File: src/rtl/mole_game_pkg.sv
// Shared definitions for the reaction-game controller.
//   state_t     : target FSM states (dark gap / target lit)
//   LFSR_TAPS   : feedback mask for the 16-bit Fibonacci LFSR (taps 16,14,13,11)
//   DEF_*       : default board timing at the production clock rate
//   lfsr_next() : one LFSR step
package mole_game_pkg;

    typedef enum logic {
        ST_OFF = 1'b0,
        ST_ON  = 1'b1
    } state_t;

    localparam logic [15:0] LFSR_TAPS = 16'hB400;

    localparam int DEF_ON_CYCLES       = 100000000;
    localparam int DEF_OFF_CYCLES      = 200000000;
    localparam int DEF_DEBOUNCE_CYCLES = 1000000;

    function automatic logic [15:0] lfsr_next(input logic [15:0] s);
        return {s[14:0], ^(s & LFSR_TAPS)};
    endfunction

endpackage

File: src/rtl/btn_debounce.sv
// Synchroniser and debouncer for one active-low push button.
//   clk, reset : system clock, asynchronous active-high reset
//   btn        : raw asynchronous button level (0 = pressed)
//   press      : one-cycle pulse when the debounced level falls 1->0
// A clean low step sampled first at edge E0 produces press in the cycle
// following edge E0+DEBOUNCE_CYCLES+3.
module btn_debounce #(
    parameter int DEBOUNCE_CYCLES = 1000000
) (
    input  logic clk,
    input  logic reset,
    input  logic btn,
    output logic press
);

    localparam int CNT_W = $clog2(DEBOUNCE_CYCLES + 1);
    localparam logic [CNT_W-1:0] CNT_LAST = CNT_W'(DEBOUNCE_CYCLES);

    logic             sync1;
    logic             sync2;
    logic             deb;
    logic             deb_d;
    logic [CNT_W-1:0] cnt;

    // Idle level of an unpressed button is 1, so every stage resets to 1.
    always_ff @(posedge clk or posedge reset) begin
        if (reset) begin
            sync1 <= 1'b1;
            sync2 <= 1'b1;
            deb   <= 1'b1;
            deb_d <= 1'b1;
            cnt   <= '0;
            press <= 1'b0;
        end else begin
            sync1 <= btn;
            sync2 <= sync1;
            deb_d <= deb;
            press <= deb_d & ~deb;
            // Any sample that agrees with the debounced level restarts the run.
            if (sync2 != deb) begin
                if (cnt == CNT_LAST) begin
                    deb <= sync2;
                    cnt <= '0;
                end else begin
                    cnt <= cnt + 1'b1;
                end
            end else begin
                cnt <= '0;
            end
        end
    end

endmodule

File: src/rtl/mole_game_ctrl.sv
// Reaction-game controller: lights one of NUM_CH targets at a time, scores
// debounced hits into a saturating pending delta and injects that delta into
// the register file on cycles the CPU leaves the write port idle.
//   clk, reset   : system clock, asynchronous active-high reset
//   btn          : raw active-low buttons, one per target
//   target       : target LEDs, at most one set
//   cpu_we       : CPU owns the regfile write port this cycle
//   inj_we       : injection write enable (combinational)
//   inj_rd       : destination register index (SCORE_REG)
//   inj_data     : zero-extended pending delta
//   score_in     : stored score read back from the regfile
//   score_led    : registered one-hot of score_in % LED_N
//   hit_pulse    : one cycle per accepted hit
//   miss_pulse   : one cycle per timeout or wrong-button press
module mole_game_ctrl
    import mole_game_pkg::*;
#(
    parameter int          NUM_CH          = 4,
    parameter int          ON_CYCLES       = DEF_ON_CYCLES,
    parameter int          OFF_CYCLES      = DEF_OFF_CYCLES,
    parameter int          DEBOUNCE_CYCLES = DEF_DEBOUNCE_CYCLES,
    parameter int          PEND_W          = 3,
    parameter int          SCORE_REG       = 30,
    parameter int          LED_N           = 6,
    parameter logic [15:0] LFSR_SEED       = 16'hACE1
) (
    input  logic              clk,
    input  logic              reset,
    input  logic [NUM_CH-1:0] btn,
    output logic [NUM_CH-1:0] target,
    input  logic              cpu_we,
    output logic              inj_we,
    output logic [4:0]        inj_rd,
    output logic [31:0]       inj_data,
    input  logic [31:0]       score_in,
    output logic [LED_N-1:0]  score_led,
    output logic              hit_pulse,
    output logic              miss_pulse
);

    localparam int CH_W  = (NUM_CH > 1) ? $clog2(NUM_CH) : 1;
    localparam int LED_W = (LED_N > 1) ? $clog2(LED_N) : 1;
    localparam logic [31:0]       ON_LAST  = 32'(ON_CYCLES - 1);
    localparam logic [31:0]       OFF_LAST = 32'(OFF_CYCLES - 1);
    localparam logic [CH_W-1:0]   CH_LAST  = CH_W'(NUM_CH - 1);
    localparam logic [PEND_W-1:0] PEND_MAX = '1;

    function automatic logic [PEND_W-1:0] sat_inc(input logic [PEND_W-1:0] v);
        return (v == PEND_MAX) ? v : v + 1'b1;
    endfunction

    logic [NUM_CH-1:0] press;

    genvar gi;
    generate
        for (gi = 0; gi < NUM_CH; gi++) begin : g_btn
            btn_debounce #(
                .DEBOUNCE_CYCLES(DEBOUNCE_CYCLES)
            ) u_debounce (
                .clk  (clk),
                .reset(reset),
                .btn  (btn[gi]),
                .press(press[gi])
            );
        end
    endgenerate

    state_t            state, state_nx;
    logic [31:0]       cnt, cnt_nx;
    // Last lit channel; also the channel the next target must avoid.
    logic [CH_W-1:0]   ch, ch_nx;
    logic [CH_W-1:0]   pick_raw, pick;
    logic [NUM_CH-1:0] target_nx;
    logic [15:0]       lfsr;
    logic [PEND_W-1:0] pending, pending_nx;
    logic              cooldown;
    logic [LED_W-1:0]  led_idx;
    logic [LED_N-1:0]  led_nx;

    // Next channel: LFSR modulo NUM_CH, bumped by one if it repeats the last.
    always_comb begin
        pick_raw = CH_W'(lfsr % 16'(NUM_CH));
        pick     = pick_raw;
        if (pick_raw == ch) begin
            pick = (pick_raw == CH_LAST) ? '0 : pick_raw + 1'b1;
        end
    end

    always_comb begin
        state_nx   = state;
        cnt_nx     = cnt;
        ch_nx      = ch;
        target_nx  = target;
        hit_pulse  = 1'b0;
        miss_pulse = 1'b0;
        case (state)
            ST_OFF: begin
                if (cnt == OFF_LAST) begin
                    state_nx        = ST_ON;
                    cnt_nx          = '0;
                    ch_nx           = pick;
                    target_nx       = '0;
                    target_nx[pick] = 1'b1;
                end else begin
                    cnt_nx = cnt + 1'b1;
                end
            end
            ST_ON: begin
                // A hit on the lit channel overrides both a timeout and any
                // simultaneous wrong-button press.
                if (press[ch]) begin
                    hit_pulse = 1'b1;
                    state_nx  = ST_OFF;
                    cnt_nx    = '0;
                    target_nx = '0;
                end else begin
                    if ((press & ~target) != '0) begin
                        miss_pulse = 1'b1;
                    end
                    if (cnt == ON_LAST) begin
                        miss_pulse = 1'b1;
                        state_nx   = ST_OFF;
                        cnt_nx     = '0;
                        target_nx  = '0;
                    end else begin
                        cnt_nx = cnt + 1'b1;
                    end
                end
            end
            default: begin
                state_nx  = ST_OFF;
                cnt_nx    = '0;
                target_nx = '0;
            end
        endcase
    end

    // The cooldown flag forces at least one idle cycle between injections.
    assign inj_we   = !cpu_we && (pending != '0) && !cooldown;
    assign inj_rd   = 5'(SCORE_REG);
    assign inj_data = 32'(pending);

    always_comb begin
        pending_nx = pending;
        if (inj_we) begin
            pending_nx = hit_pulse ? PEND_W'(1) : '0;
        end else if (hit_pulse) begin
            pending_nx = sat_inc(pending);
        end
    end

    always_comb begin
        led_idx         = LED_W'(score_in % 32'(LED_N));
        led_nx          = '0;
        led_nx[led_idx] = 1'b1;
    end

    always_ff @(posedge clk or posedge reset) begin
        if (reset) begin
            state     <= ST_OFF;
            cnt       <= '0;
            ch        <= '0;
            target    <= '0;
            lfsr      <= LFSR_SEED;
            pending   <= '0;
            cooldown  <= 1'b0;
            score_led <= '0;
        end else begin
            state     <= state_nx;
            cnt       <= cnt_nx;
            ch        <= ch_nx;
            target    <= target_nx;
            lfsr      <= lfsr_next(lfsr);
            pending   <= pending_nx;
            cooldown  <= inj_we;
            score_led <= led_nx;
        end
    end

endmodule

File: config.mk
export PLATFORM = sky130hd
export DESIGN_NAME = mole_game_ctrl
export DESIGN_NICKNAME = d
export VERILOG_FILES = /design/src/rtl/mole_game_pkg.sv /design/src/rtl/btn_debounce.sv /design/src/rtl/mole_game_ctrl.sv
export SDC_FILE = /design/constraint.sdc
export NUM_CORES = 1
export LEC_CHECK = 0
export CORE_MARGIN = 8
export CORE_UTILIZATION = 53
export CTS_CLUSTER_DIAMETER = 200
export DETAILED_ROUTE_END_ITERATION = 10
export GPL_ROUTABILITY_DRIVEN = 0
export PLACE_DENSITY_LB_ADDON = 0.2
export REMOVE_ABC_BUFFERS = 1
export SETUP_SLACK_MARGIN = 0.5
export SYNTH_ARGS = -nofsm -noshare
export SYNTH_HDL_FRONTEND = slang
export SYNTH_SLANG_ARGS = --single-unit
File: constraint.sdc
create_clock -name clk -period 5.9 [get_ports clk]
set_clock_uncertainty 0.2 [all_clocks]
set_input_delay 1.475 -clock clk [delete_from_list [all_inputs] [get_ports clk]]
set_output_delay 1.475 -clock clk [all_outputs]
set_load 0.05 [all_outputs]
Word level (Yosys, flattened, before mapping)

Cells that the tools add are included.
W data, S select, Z words.

Bits in registers: 165
Word-level logic and storage cells: 127
Output and inout port bits: 50
Input port bits: 39

Bitwise operators: 11
Reduce and logical (&&, ||, !) cells: 17
Divide/modulo/power cells: 1
Add/subtract/negate cells: 7
Muxes and demuxes: 38
Order comparisons: 5
Equality and inequality tests: 16

Operators with widths:

| kind                    | count |
|---|---|
| $mux W20                | 8 |
| $mux W32                | 3 |
| $add A20 B1 Y20 const B | 4 |
| $eq A20 B20 Y1 const B  | 4 |
| $pmux W32 S2            | 1 |
| $add A32 B1 Y32 const B | 1 |
| $eq A32 B27 Y1 const B  | 1 |
| $eq A32 B28 Y1 const B  | 1 |
| $mod A32 B3 Y32 const B | 1 |
| $reduce_xor A16 Y1      | 1 |
| $reduce_and A2 Y1       | 7 |
| $mux W1                 | 13 |
| $mux W4                 | 3 |
| $mux W3                 | 3 |
| $pmux W4 S2             | 1 |
| $lt A2 B3 Y1 const B    | 2 |
| $not A1 Y1              | 5 |
| $and A1 B1 Y1           | 4 |
| $and A4 B4 Y4           | 1 |
| $logic_and A1 B1 Y1     | 4 |
| $lt A3 B4 Y1 const B    | 1 |
| $mux W2                 | 2 |
| $ne A1 B1 Y1            | 4 |
| $ne A2 B2 Y1 const B    | 2 |
| other kinds (17)        | 18 |

Logic depth before layout (Yosys ltp)

Gate-level depths: netlist of the first run.

Word-level depth: 9
Depth in mapped cells: 26
Mapped depth without buffers: 23

Modules after synthesis

Synthesis of the first run repeated with hierarchy kept, for this count alone.

Cells, all modules: 1,122
Area, all modules: 10,231.1 um^2

By module, submodules not included:

| module         | times used | cells an instance | seq. area each (um^2) | area each (um^2) |
|---|---|---|---|---|
| mole_game_ctrl | 1          | 658               | 1,636.6               | 5,431.5 |
| btn_debounce   | 4          | 116               | 630.6                 | 1,199.9 |

Worst setup path after synthesis of the first run

OpenSTA, ideal clock, no wires.

Kind: input to register
From: input port score_in[30]
To: register score_led[0]
Stages on the path: 26
Setup slack: -1.910 ns
Path buffers: 3
Library setup time: 0.139 ns
Data arrival time: 7.472 ns
Data required time: 5.561 ns
Path through: buf_2 -> xnor2_1 -> a2111o_1 -> nand3_2 -> buf_6 -> mux2i_1 -> nor4_2 -> a311oi_2 -> nor4_1 -> or3_4 -> or4_4 -> or3_1 -> mux2_2 -> o211ai_4 -> nor2_1 -> o311a_1 -> and2_1 -> buf_4 -> xnor2_1 -> a41oi_2 -> nand3_2 -> or3_1 -> a221oi_4 -> o31ai_1 -> a222oi_1 -> a21oi_1

Longest elaborated chain between the ends: 5
Elaborated cells on any way between the ends: 6
Those cells by class: div: 1; order compare: 2; mux: 2; reduce/logical: 1

RTL lines:

| element                                                            | RTL line              | RTL |
|---|---|---|
| start, declared                                                    | mole_game_ctrl.sv:35  | `input logic [31:0] score_in,` |
| $mod A32 B3 Y32 *                                                  | mole_game_ctrl.sv:153 | `led_idx = LED_W'(score_in % 32'(LED_N));` |
| $lt A3 B4 Y1 (not written as such) or $ge A3 B1 Y1 (tied branches) | mole_game_ctrl.sv:155 | `led_nx[led_idx] = 1'b1;` |
| $logic_and A1 B1 Y1 (not written as such)                          | mole_game_ctrl.sv:155 |  |
| $mux W1 (not written as such)                                      | mole_game_ctrl.sv:155 |  |
| $demux W1 S3 *                                                     | mole_game_ctrl.sv:155 |  |
| named net led_nx[0]                                                | mole_game_ctrl.sv:78  | `logic [LED_N-1:0] led_nx;` |
| end signal, assigned                                               | mole_game_ctrl.sv:176 | `score_led <= led_nx;` |
| end, declared                                                      | mole_game_ctrl.sv:36  | `output logic [LED_N-1:0] score_led,` |

The timed path passes the listed nets; every way through them passes the cells marked *.
A chain may end at the register's enable or synchronous reset.

Worst setup path in the final report of the first run

From: input port score_in[26]
To: register score_led[0]

The elaborated chain is that of the path after synthesis.

==> results by group, run 1 <==
Outcome
  • Status: finished with violations
  • Failing checks: negative setup slack

Layout
  • Cell area after layout: 12800 µm²
  • Footprint of the flip-flops and latches: 4160 µm²
  • Layout filler cell count: 1486
  • Area added between synthesis and finish: 26.4%
  • Antenna diode count: 0
  • Total area of multi-input combinational cells: 6170 µm²
  • Most used cells in the layout excluding fill and tap cells: 156 x nor2_1, 141 x dfrtp_1, 97 x buf_4
  • Layout cell share with drive strength beyond 1: 23.0%
  • Layout net count: 1317
  • Post-layout util: 68.5%
  • Leading cell type in the layout, fill and taps excluded: nor2_1

Placement
  • Number of port buffers: 54
  • DP Wirelength: 15500 µm
  • Area of placed instances: 11300 µm²

Floorplan
  • Area of the die: 23900 µm²
  • Y dimension of the die: 154 µm
  • Width of the chip: 154 µm
  • Starting density of the core: 54.2%
  • Row count: 50
  • Core area: 18800 µm²
  • Number of top-level design ports: 89

Setup path
  • Worst endpoint required time: 6.00 ns
  • Kind of end point of the critical path: flop
  • Worst setup path start: score_in[26]
  • Max Fanout on Critical Path: 8
  • Startpoint class of the critical path: input pin
  • Crit Path Class: in2reg
  • Critical register-to-register path startpoint: cnt[11]
  • Arrival time at the worst endpoint: 7.77 ns

Timing
  • Final Cycle Share: 130%
  • Final critical path time including I/O delays and setup: 7.66 ns
  • Number of max-slew violations in the final report: 0
  • Final setup slack of the worst path: -1.76 ns
  • Number of failing hold endpoints at the final stage: 0
  • Max_slew headroom: 29.3%
  • Final-report setup violation count: 6
  • Max Freq: 0.131 GHz
  • Unrepaired setup endpoints after global routing: yes
  • Slew at the pin closest to its max-slew limit: 1.06 ns

Logic synthesis
  • Synthesized area divided by synthesized cell count: 9.05 µm²
  • Sequential fraction of the synthesis area: 40.9%
  • Complex-gate fraction of the synthesized area: 12.2%
  • Area share of fa/ha/maj cells after synthesis: 1.60%
  • Count of flip-flops with a built-in enable after synthesis: 0
  • Area of the mapped netlist: 10200 µm²
  • Count of distinct cell types in the synthesized netlist: 95
  • Synth warnings: 0
  • Simple-Gate Fraction of Synth Area: 28.3%
  • Cell taking the most area after synthesis: dfrtp_1
  • Area fraction of the dominant cell type after synthesis: 34.7%
  • Proportion of synthesized area in mux cells: 2.31%
  • Dominant combinational cell family by area after synthesis: simple AND/OR/NAND/NOR gates
  • Share of async-settable or async-resettable flops after synthesis: 100%
  • Top cells by area in the synthesized netlist: dfrtp_1 35%, dfstp_2 6.2%, nor2_1 5.9%
  • Post-synthesis instance total: 1123
  • Xor/xnor cell area share of the yosys netlist: 9.05%
  • Number of register bits inferred by synthesis: 165
  • Most common flop cell mapped by yosys: dfrtp_1

Drt
  • Count of unresolved DRC violations after routing: 0
  • Iteration count of the initial detailed-routing pass: 7
  • Vias: 8532
  • Drt initial violations: 513
  • WL final: 23400 µm
  • Via density per instance: 5.64
  • WL per Instance: 15.5 µm
  • Antenna Nets Post-Route: 0

GRT
  • Total grt overflow: 0
  • First-pass GRT wire length: 38800 µm
  • Total global-route track usage: 19.4%
  • Maximum number of pins on one net before global-route repair: 120
  • Antenna violations before repair: 0
  • Number of global-route vias before repair: 8296

Power and ir drop
  • Design Power: 3.12 mW
  • Power per standard cell area: 243 nW/µm²
  • Static leakage: 5.45 nW
  • Maximum ir drop on the vdd rail: 222 µV

Clock tree
  • Worst-path clk slew: 0.07 ns
  • TritonCTS clock tree: done
  • Post-cts hold buffer count: 0
  • Clock latency reported for the late side of the worst-skew pair: 0.43 ns
  • Buffer depth of the longest clock path: 2
  • H-tree level count: 4
  • CTS root buf: clkbuf_16
  • Number of CTS-inserted buffers: 17
  • TritonCTS Sinks: 165

Min path
  • Origin of the worst min-delay path: lfsr[6]
  • Type of the worst min-delay path: reg2reg

Run
  • Number of max-cap violations: 0
==> metal layers <==
layer | vias to the layer above | global-route usage [%] | part of all wire (%)
li1 | 4191 | - | -
met1 | 4112 | 25.4 | 46
met2 | 188 | 31.5 | 48
met3 | 41 | 3.54 | 4.2
met4 | 0 | 6.95 | 1.7
met5 | - | 0 | 0
==> through the flow <==
stage	cells	hold slack (ns)	setup TNS, ns	worst slack, ns
6_report	1512	0.152	-10.07	-1.76
5_1_grt	1512	0.158	-11.39	-2.00
4_1_cts	1495	0.153	-9.15	-1.59
3_5_place_dp	1447	0.138	-15.79	-2.65
3_3_place_gp	1447	0.134	-15.36	-2.58
2_1_floorplan	1082	0.131	-37.65	-1.73
==> registers in the layout (all words and copies together) (netlist names), 2 cells and up <==
register	flops
g_btn.u_debounce.cnt	80
cnt	32
lfsr	16
score_led	6
g_btn.u_debounce.deb	4
g_btn.u_debounce.deb_d	4
g_btn.u_debounce.press	4
g_btn.u_debounce.sync1	4
g_btn.u_debounce.sync2	4
target	4
pending	3
ch	2
==> synthesized netlist by cell type, types with 4 or more instances <==
cell	number
nand3_1	62
ha_1	13
buf_4	36
nand3b_1	6
and2_1	11
o21a_1	4
o31ai_1	4
nor2b_1	17
nor2_1	159
xor2_1	66
a21oi_1	37
a22oi_1	4
o21ai_1	4
nor4b_1	13
clkbuf_1	30
buf_2	4
dfstp_2	24
o21ai_0	33
o211ai_1	5
inv_1	37
xnor2_1	39
a211oi_1	6
or3_1	21
a21o_1	4
mux2_2	10
nor3_1	22
a31oi_1	7
nand4_1	31
or2_2	9
nand2b_1	23
nor3b_1	8
nand2_1	87
mux2i_1	10
nor4_1	14
dfrtp_1	141
and3_1	25
==> where the power goes <==
| part | internal (mW) | total, mW | switching (mW) |
|---|---|---|---|
| logic | 0.349 | 0.808 | 0.458 |
| registers | 1.15 | 1.17 | 0.0150 |
| clock network | 0.650 | 1.14 | 0.489 |
==> logic make-up (layout without fill, tap and decap cells) <==
| family | count (synthesis) | after routing |
|---|---|---|
| xor+xnor | 105 | 105 |
| simple gates | 544 | 544 |
| fa+ha+maj | 13 | 13 |
| mux | 21 | 21 |
| flops | 165 | 165 |
| compound gates | 163 | 164 |
| buf+inv | 110 | 232 |
| other cells | 2 | 34 |
==> worst max-delay path, stage by stage <==
cell and delay [ns]:
buf_8 0.11, and4b_1 0.22, a211oi_4 0.29, o22a_2 0.26, buf_6 0.12, a31oi_4 0.06, o211ai_1 0.22, nand4_1 0.20
o211a_1 0.28, or3_4 0.40, or4_4 0.53, or3_1 0.33, mux2_2 0.31, o211ai_4 0.17, nor2_2 0.11, o311ai_4 0.54
a21oi_2 0.13, nor4_4 0.38, buf_4 0.18, and4_4 0.22, mux2i_2 0.08, a211o_1 0.29, or2_4 0.27, a222oi_1 0.42
a21oi_1 0.12
==> worst paths after layout <==
path                       slack [ns]  cells past startpoint                         end
min                              0.15                      0                     lfsr[7]
max reg2reg                      2.68                      8                   target[3]
max                             -1.76                     25                score_led[0]
min in group asynchronous        1.42                      2  g_btn[1].u_debounce.cnt[3]
min reg2reg                      0.15                      0                     lfsr[7]
max in group asynchronous        3.15                      3   g_btn[0].u_debounce.sync2
==> timing repair <==
| item | CTS | global route |
|---|---|---|
| pin swaps | 38 | 47 |
| setup buffers | 14 | 16 |
| endpoints found under the setup margin | 6 | 6 |
| gates cloned | 2 | 1 |
| gates resized for setup | 117 | 49 |
==> area by class of cell <==
class / count / area share [%]
Clock buffer: 18 / 3.42
Clock inverter: 14 / 1.30
Inverter: 37 / 1.12
Multi-Input combinational cell: 881 / 48.1
Sequential cell: 165 / 32.4
Tap cell: 234 / 2.28
Timing Repair Buffer: 163 / 11.5
No activity file was read; power rests on OpenSTA's default activity.
==> run 2: changes to the inputs <==
--- a/config.mk
+++ b/config.mk
@@ -5,11 +5,12 @@
 export SDC_FILE = /design/constraint.sdc
 export NUM_CORES = 1
 export LEC_CHECK = 0
+export ABC_AREA = 1
 export CORE_MARGIN = 8
-export CORE_UTILIZATION = 53
+export CORE_UTILIZATION = 52
 export CTS_CLUSTER_DIAMETER = 200
 export DETAILED_ROUTE_END_ITERATION = 10
-export GPL_ROUTABILITY_DRIVEN = 0
+export MAX_ROUTING_LAYER = met4
 export PLACE_DENSITY_LB_ADDON = 0.2
 export REMOVE_ABC_BUFFERS = 1
 export SETUP_SLACK_MARGIN = 0.5
==> results by group, run 2 <==
Placement
  • Number of placed instances with taps included: 1440 (-0.48%)
  • Pre-CTS WS: -3.29 ns (-0.640 ns)
  • Final GP Congestion: 0.810
  • DP Wirelength: 12700 µm (-18%)
  • Area of placed instances: 9800 µm² (-13%)
  • Number of port buffers: 54 (unchanged)

Timing
  • Final critical path time including I/O delays and setup: 8.67 ns (+1.01 ns)
  • Final setup slack of the worst path: -2.77 ns (-1.01 ns)
  • Post-route worst hold slack: 0.149 ns (-0.00348 ns)
  • Final Cycle Share: 147% (+17 points)
  • Slew at the pin closest to its max-slew limit: 0.913 ns (-0.148 ns)
  • Final-report setup violation count: 6 (unchanged)
  • Unrepaired setup endpoints after global routing: yes
  • Number of failing hold endpoints at the final stage: 0 (unchanged)
  • Max_slew headroom: 39.1% (+9.9 points)
  • Max Freq: 0.115 GHz (-12%)
  • Number of max-slew violations in the final report: 0 (unchanged)

Setup path
  • Setup slack, reg-to-reg: 1.93 ns (-0.75 ns)
  • Critical path's most frequent cell: nand2_1
  • Worst setup path start: score_in[30]
  • Critical register-to-register path startpoint: cnt[0]
  • Crit Path Class: in2reg
  • Largest incremental delay on the critical path: 0.23 ns (-0.31 ns)
  • Endpoint of the lowest-slack register-to-register path: cnt[31]
  • Worst Reg2Reg Path Length in Cells: 22 (+14)
  • Endpoint of the most critical setup path: score_led[0]
  • Kind of end point of the critical path: flop
  • Startpoint class of the critical path: input pin
  • Slowest-stage cell, CP: o31ai_4
  • Max Fanout on Critical Path: 4 (-4)
  • Arrival time at the worst endpoint: 8.79 ns (+1.02 ns)
  • Worst endpoint required time: 6.02 ns (+0.02 ns)

Floorplan
  • Number of top-level design ports: 89 (unchanged)
  • Area of the die: 21800 µm² (-8.7%)
  • Starting density of the core: 52.7% (-1.5 points)
  • Y dimension of the die: 148 µm (-4.4%)
  • Width of the chip: 148 µm (-4.4%)
  • Row count: 48 (-4.0%)
  • Core area: 17100 µm² (-8.8%)

GRT
  • Antenna violations before repair: 0 (unchanged)
  • Maximum number of pins on one net before global-route repair: 103 (-14%)
  • Total global-route track usage: 17.0% (-2.4 points)
  • Number of global-route vias before repair: 7082 (-15%)
  • First-pass GRT wire length: 30200 µm (-22%)
  • Total grt overflow: 0 (unchanged)

Drt
  • Amount of wire on met3 after detailed routing: 622 µm (-37%)
  • Top Layer Used: met4
  • Via density per instance: 4.95 (-12%)
  • Drt initial violations: 317 (-38%)
  • Count of unresolved DRC violations after routing: 0 (unchanged)
  • Iteration count of the initial detailed-routing pass: 6 (-1)
  • Vias: 7337 (-14%)
  • WL final: 17900 µm (-24%)
  • WL per Instance: 12.1 µm (-22%)
  • Wire length on met1: 8070 µm (-25%)
  • Met2 wire length: 9040 µm (-20%)
  • Antenna Nets Post-Route: 0 (unchanged)

Power and ir drop
  • Design Power: 2.88 mW (-7.6%)
  • Power per standard cell area: 266 nW/µm² (+9.8%)
  • Sequential share of power: 40.5% (+3.0 points)
  • Share of power burned in combinational logic: 20.5% (-5.4 points)
  • Proportion of total power due to net switching: 30.8% (-0.066 points)
  • Internal power contribution: 1.99 mW (-7.5%)
  • Power share of the clock group: 39.0% (+2.4 points)
  • Maximum ir drop on the vdd rail: 227 µV (+2.5%)
  • Static leakage: 5.07 nW (-6.9%)
  • Net Sw Power: 0.888 mW (-7.7%)

Logic synthesis
  • Sequential fraction of the synthesis area: 46.1% (+5.2 points)
  • Count of flip-flops with a built-in enable after synthesis: 0 (unchanged)
  • Count of distinct cell types in the synthesized netlist: 38 (-60%)
  • Synth warnings: 0 (unchanged)
  • Top cells by area in the synthesized netlist: dfrtp_1 39%, nand2_1 9.6%, inv_1 8.0%
  • Dominant cell by count in the synthesized netlist: nand2_1
  • Post-synthesis instance total: 1155 (+2.8%)
  • Number of register bits inferred by synthesis: 165 (unchanged)
  • Commonest cells in the netlist: 231 x nand2_1, 191 x inv_1, 147 x nor2_1
  • Area fraction of the dominant cell type after synthesis: 39.1% (+4.4 points)
  • Area of the mapped netlist: 9010 µm² (-11%)
  • Cell taking the most area after synthesis: dfrtp_1
  • Most common flop cell mapped by yosys: dfrtp_1
  • Synthesized area divided by synthesized cell count: 7.80 µm² (-14%)
  • Share of async-settable or async-resettable flops after synthesis: 100% (unchanged)

Clock tree
  • Clock latency reported for the late side of the worst-skew pair: 0.42 ns (about the same)
  • Number of CTS-inserted buffers: 17 (unchanged)
  • Worst-path clk slew: 0.07 ns (about the same)
  • TritonCTS Sinks: 165 (unchanged)
  • TritonCTS clock tree: done
  • Post-cts hold buffer count: 0 (unchanged)
  • CTS root buf: clkbuf_16
  • H-tree level count: 4 (unchanged)
  • Buffer depth of the longest clock path: 2 (unchanged)

Layout
  • Max FFs per register: 80 (unchanged)
  • Layout net count: 1297 (-1.5%)
  • Leading cell type in the layout, fill and taps excluded: nand2_1
  • Cell area after layout: 10800 µm² (-16%)
  • Area added between synthesis and finish: 20.0%
  • Layout cell share with drive strength beyond 1: 16.5% (-6.6 points)
  • Most used cells in the layout excluding fill and tap cells: 187 x nand2_1, 186 x inv_1, 147 x nor2_1
  • Regs by FF count: g_btn.u_debounce.cnt: 80 flops, cnt: 32 flops, lfsr: 16 flops
  • Number of standard cells in the final layout excluding fillers: 1483 (-1.9%)
  • Antenna diode count: 0 (unchanged)
  • Largest reg by FF count: g_btn.u_debounce.cnt

Outcome
  • Status: finished with violations
  • Failing checks: negative setup slack

Min path
  • Type of the worst min-delay path: reg2reg

Run
  • Number of max-cap violations: 0 (unchanged)
## run 2: changes by cell type in the layout (fill, tap and decap cells not counted), sizes merged, moves of 14 or more
cell,before,now
nor2b,17,0
a21oi,37,54
buf,114,27
nand3,64,81
xnor2,39,10
o21ai,38,55
or3,22,0
and3,25,0
inv,43,197
nand2b,23,0
nor4b,14,0
nand2,88,241
nor3,25,46
xor2,66,17
## run 2: through the flow
| stage | utilization (%) | setup TNS, ns |
|---|---|---|
| finish | 63.2 | -16.36 |
| global route | 63.2 | -20.78 |
| CTS | 61.5 | -14.76 |
| detailed placement | 57.3 | -19.48 |
| global placement | 57.3 | -17.25 |
| floorplan | - | -38.78 |
## run 2: final cells by class
class                           instances  area (µm²)
Sequential cell                       165        4160
Clock buffer                           17         425
Multi-Input combinational cell        791        4320
Timing Repair Buffer                   78         733
Tap cell                              225         282
Inverter                              192         728
Clock inverter                         15         171
Fill cell                            1480        6300
## run 2: timing repair
item | 4_1_cts | 5_1_grt
pin swaps | 26 | 62
setup buffers | 4 | 7
setup endpoints to repair | 6 | 6
resized for setup | 45 | 65
## run 2: power groups by stage
stage                     sequential [mW]  combinational (mW)  clock [mW]
after floorplan                      1.22               0.324           0
after global placement               1.19               0.466           0
after detailed placement             1.19               0.478           0
after CTS                            1.17               0.504        1.15
after global routing                 1.17               0.651        1.19
final                                1.17               0.591        1.12
## run 2: cells by family (layout without fill, tap and decap cells)
group | Yosys count | after routing | share of synthesized area [%]
fa+ha+maj | 13 | 13 | 1.80
simple gates | 584 | 584 | 29.9
mux | 4 | 4 | 0.500
other cells | 2 | 34 | 0.0833
xor+xnor | 27 | 27 | 2.62
compound gates | 129 | 129 | 7.88
buf+inv | 231 | 302 | 11.0
flops | 165 | 165 | 46.1
## run 2: worst max-delay path, delay by kind of cell
| family | cells | cell delay, ns |
|---|---|---|
| buffers and inverters | 4 | 0.26 |
| and+or+nand+nor | 62 | 5.21 |
| AOI/OAI and AO/OA | 13 | 1.85 |
## run 2: metal layers
metal | vias up | GRT usage (%)
li1 | 3820 | -
met1 | 3411 | 19.3
met2 | 92 | 29.2
met3 | 14 | 4.34
met4 | 0 | 4.95
met5 | - | -
## run 2: worst min-delay path by stage
stage	start	to	slack, ns	cells after the start
3_3_place_gp	lfsr[9]	lfsr[10]	0.14	0
4_1_cts	lfsr[8]	lfsr[9]	0.15	0
6_report	lfsr[8]	lfsr[9]	0.15	0
2_1_floorplan	lfsr[2]	lfsr[3]	0.13	0
5_1_grt	lfsr[5]	lfsr[6]	0.15	0
3_5_place_dp	lfsr[8]	lfsr[9]	0.13	0
==> run 3: changes to the inputs <==
--- a/config.mk
+++ b/config.mk
@@ -7,7 +7,7 @@
 export LEC_CHECK = 0
 export ABC_AREA = 1
 export CORE_MARGIN = 8
-export CORE_UTILIZATION = 52
+export CORE_UTILIZATION = 62
 export CTS_CLUSTER_DIAMETER = 200
 export DETAILED_ROUTE_END_ITERATION = 10
 export MAX_ROUTING_LAYER = met4
==> constraint.sdc (replaced) <==
create_clock -name clk -period 10.9 [get_ports clk]
set_clock_uncertainty 0.2 [all_clocks]
set_input_delay 2.725 -clock clk [delete_from_list [all_inputs] [get_ports clk]]
set_output_delay 2.725 -clock clk [all_outputs]
set_load 0.05 [all_outputs]
==> results by group, run 3 (synthesis results as in run 2) <==
Setup path
  • Critical register-to-register path startpoint: cnt[0]
  • Setup slack, reg-to-reg: 6.87 ns (+4.94 ns)
  • Worst endpoint required time: 11.06 ns (+5.04 ns)
  • Crit Path Class: in2reg
  • Worst Reg2Reg Path Length in Cells: 22 (unchanged)
  • Endpoint of the lowest-slack register-to-register path: cnt[31]
  • Critical path's most frequent cell: nand2_1
  • Slowest-stage cell, CP: o21a_1
  • Kind of end point of the critical path: flop
  • Startpoint class of the critical path: input pin
  • Max Fanout on Critical Path: 5 (+1)
  • Cell family with the largest share of critical-path delay: simple AND/OR/NAND/NOR gates
  • Arrival time at the worst endpoint: 10.15 ns (+1.36 ns)
  • Buffer and inverter count on the worst path: 6 (+2)
  • Largest incremental delay on the critical path: 0.21 ns (-0.02 ns)

Layout
  • Area added between synthesis and finish: 18.5%
  • Max FFs per register: 80 (unchanged)
  • Regs by FF count: g_btn.u_debounce.cnt: 80 flops, cnt: 32 flops, lfsr: 16 flops
  • Total area of multi-input combinational cells: 4270 µm² (-1.1%)
  • Most used cells in the layout excluding fill and tap cells: 203 x nand2_1, 186 x inv_1, 146 x nor2_1
  • Leading cell type in the layout, fill and taps excluded: nand2_1
  • Largest reg by FF count: g_btn.u_debounce.cnt
  • Footprint of the flip-flops and latches: 4160 µm² (unchanged)
  • Layout filler cell count: 1041 (-30%)
  • Antenna diode count: 0 (unchanged)
  • Number of standard cells in the final layout excluding fillers: 1433 (-3.4%)
  • Layout net count: 1288 (-0.69%)
  • Layout cell share with drive strength beyond 1: 14.2% (-2.3 points)
  • Post-layout util: 74.3% (+11 points)

Drt
  • Vias: 7471 (+1.8%)
  • WL per Instance: 12.5 µm (+3.9%)
  • Antenna Nets Post-Route: 0 (unchanged)
  • WL final: 18000 µm (+0.36%)
  • Via density per instance: 5.21 (+5.4%)
  • Count of unresolved DRC violations after routing: 0 (unchanged)
  • Iteration count of the initial detailed-routing pass: 6 (unchanged)
  • Drt initial violations: 406 (+28%)

Clock tree
  • Post-cts hold buffer count: 0 (unchanged)
  • Clock latency reported for the late side of the worst-skew pair: 0.42 ns (about the same)
  • TritonCTS clock tree: done
  • Number of CTS-inserted buffers: 17 (unchanged)
  • TritonCTS Sinks: 165 (unchanged)
  • H-tree level count: 4 (unchanged)
  • Buffer depth of the longest clock path: 2 (unchanged)
  • CTS root buf: clkbuf_16
  • Worst-path clk slew: 0.06 ns (about the same)

GRT
  • Antenna violations before repair: 0 (unchanged)
  • Total grt overflow: 0 (unchanged)
  • Maximum number of pins on one net before global-route repair: 88 (-15%)
  • First-pass GRT wire length: 29300 µm (-2.9%)
  • Total global-route track usage: 19.7% (+2.7 points)
  • Number of global-route vias before repair: 6896 (-2.6%)

Timing
  • Unrepaired setup endpoints after global routing: yes
  • Number of failing hold endpoints at the final stage: 0 (unchanged)
  • Final-report setup violation count: 0 (-6)
  • Final setup slack of the worst path: 0.908 ns (+3.68 ns)
  • Accumulated negative setup slack: 0 ns (+16.36 ns)
  • Slew at the pin closest to its max-slew limit: 1.04 ns (+0.129 ns)
  • Number of max-slew violations in the final report: 0 (unchanged)
  • Max_slew headroom: 30.6% (-8.6 points)
  • Final Cycle Share: 91.7%
  • Final critical path time including I/O delays and setup: 9.99 ns
  • Max Freq: 0.100 GHz

Floorplan
  • Width of the chip: 137 µm (-7.5%)
  • Row count: 44 (-8.3%)
  • Starting density of the core: 62.7% (+10 points)
  • Core area: 14400 µm² (-16%)
  • Number of top-level design ports: 89 (unchanged)
  • Y dimension of the die: 137 µm (-7.5%)
  • Area of the die: 18700 µm² (-14%)

Min path
  • End of the worst hold path: lfsr[4]
  • Origin of the worst min-delay path: lfsr[3]
  • Number of cells on the worst hold path: 0 (unchanged)
  • Type of the worst min-delay path: reg2reg

Placement
  • Number of placed instances with taps included: 1388 (-3.6%)
  • DP Wirelength: 12200 µm (-3.9%)
  • Final GP Congestion: 0.824 (+1.7%)
  • Pre-CTS WS: 0.466 ns (+3.76 ns)
  • Number of port buffers: 54 (unchanged)

Run
  • Number of max-cap violations: 0 (unchanged)

Outcome
  • Status: complete, no violations

Power and ir drop
  • Maximum ir drop on the vdd rail: 104 µV (-54%)
  • Static leakage: 5.04 nW (-0.51%)
  • Power per standard cell area: 147 nW/µm² (-45%)
==> run 3: final cells by class <==
| type | count | area share, % |
|---|---|---|
| Clock inverter | 8 | 1.36 |
| Sequential cell | 165 | 38.9 |
| Inverter | 192 | 6.82 |
| Clock buffer | 24 | 4.60 |
| Multi-Input combinational cell | 791 | 40.0 |
| Tap cell | 184 | 2.16 |
| Timing Repair Buffer | 69 | 6.14 |
==> run 3: repair_timing <==
item                                    in CTS  in global routing
endpoints found under the setup margin       0                  6
gates resized for setup                      0                 90
setup buffers                                0                 13
==> run 3: routing by layer <==
layer	part of all wire [%]	global-route usage, %
met3	3.9	3.67
met4	1.9	7.69
met2	49	32.0
met5	0	-
met1	45	24.1
==> run 3: through the flow <==
step / hold WS, ns / power (mW) / cell area [µm²]
6_report: 0.150 / 1.57 / 10700
5_1_grt: 0.157 / 1.64 / 10700
4_1_cts: 0.149 / 1.54 / 10300
3_5_place_dp: 0.137 / 0.895 / 9660
3_3_place_gp: 0.135 / 0.888 / 9660
2_1_floorplan: 0.131 / 0.836 / 8860
==> run 3: power by group <==
group / switching [mW] / internal [mW] / total [mW]
Clock: 0.232 / 0.407 / 0.640
Combinational: 0.198 / 0.101 / 0.300
Sequential: 0.00675 / 0.625 / 0.632
==> run 3: worst max-delay path by stage <==
stage                 start           end  cells after the start
2_1_floorplan  score_in[30]  score_led[1]                     72
3_3_place_gp   score_in[31]  score_led[0]                     80
3_5_place_dp   score_in[31]  score_led[4]                     75
4_1_cts        score_in[29]  score_led[4]                     77
5_1_grt        score_in[30]  score_led[1]                     73
6_report       score_in[30]  score_led[1]                     82
==> run 3: worst reg2reg max path, stage by stage (launching register included) <==
cell and delay, ns:
dfrtp_1 0.38, nand3_1 0.11, nor2_1 0.09, inv_1 0.06, nor2_1 0.08, inv_1 0.06
nor2_1 0.08, inv_1 0.06, nor2_1 0.08, inv_1 0.06, nor2_1 0.15, nand2_1 0.09
nor4_1 0.43, nand3_1 0.22, nor3_1 0.34, nand2_1 0.13, nor2_1 0.20, nand2_1 0.14
nor4_1 0.43, nand3_1 0.17, nor2_1 0.15, o21ai_0 0.09, a21oi_1 0.16
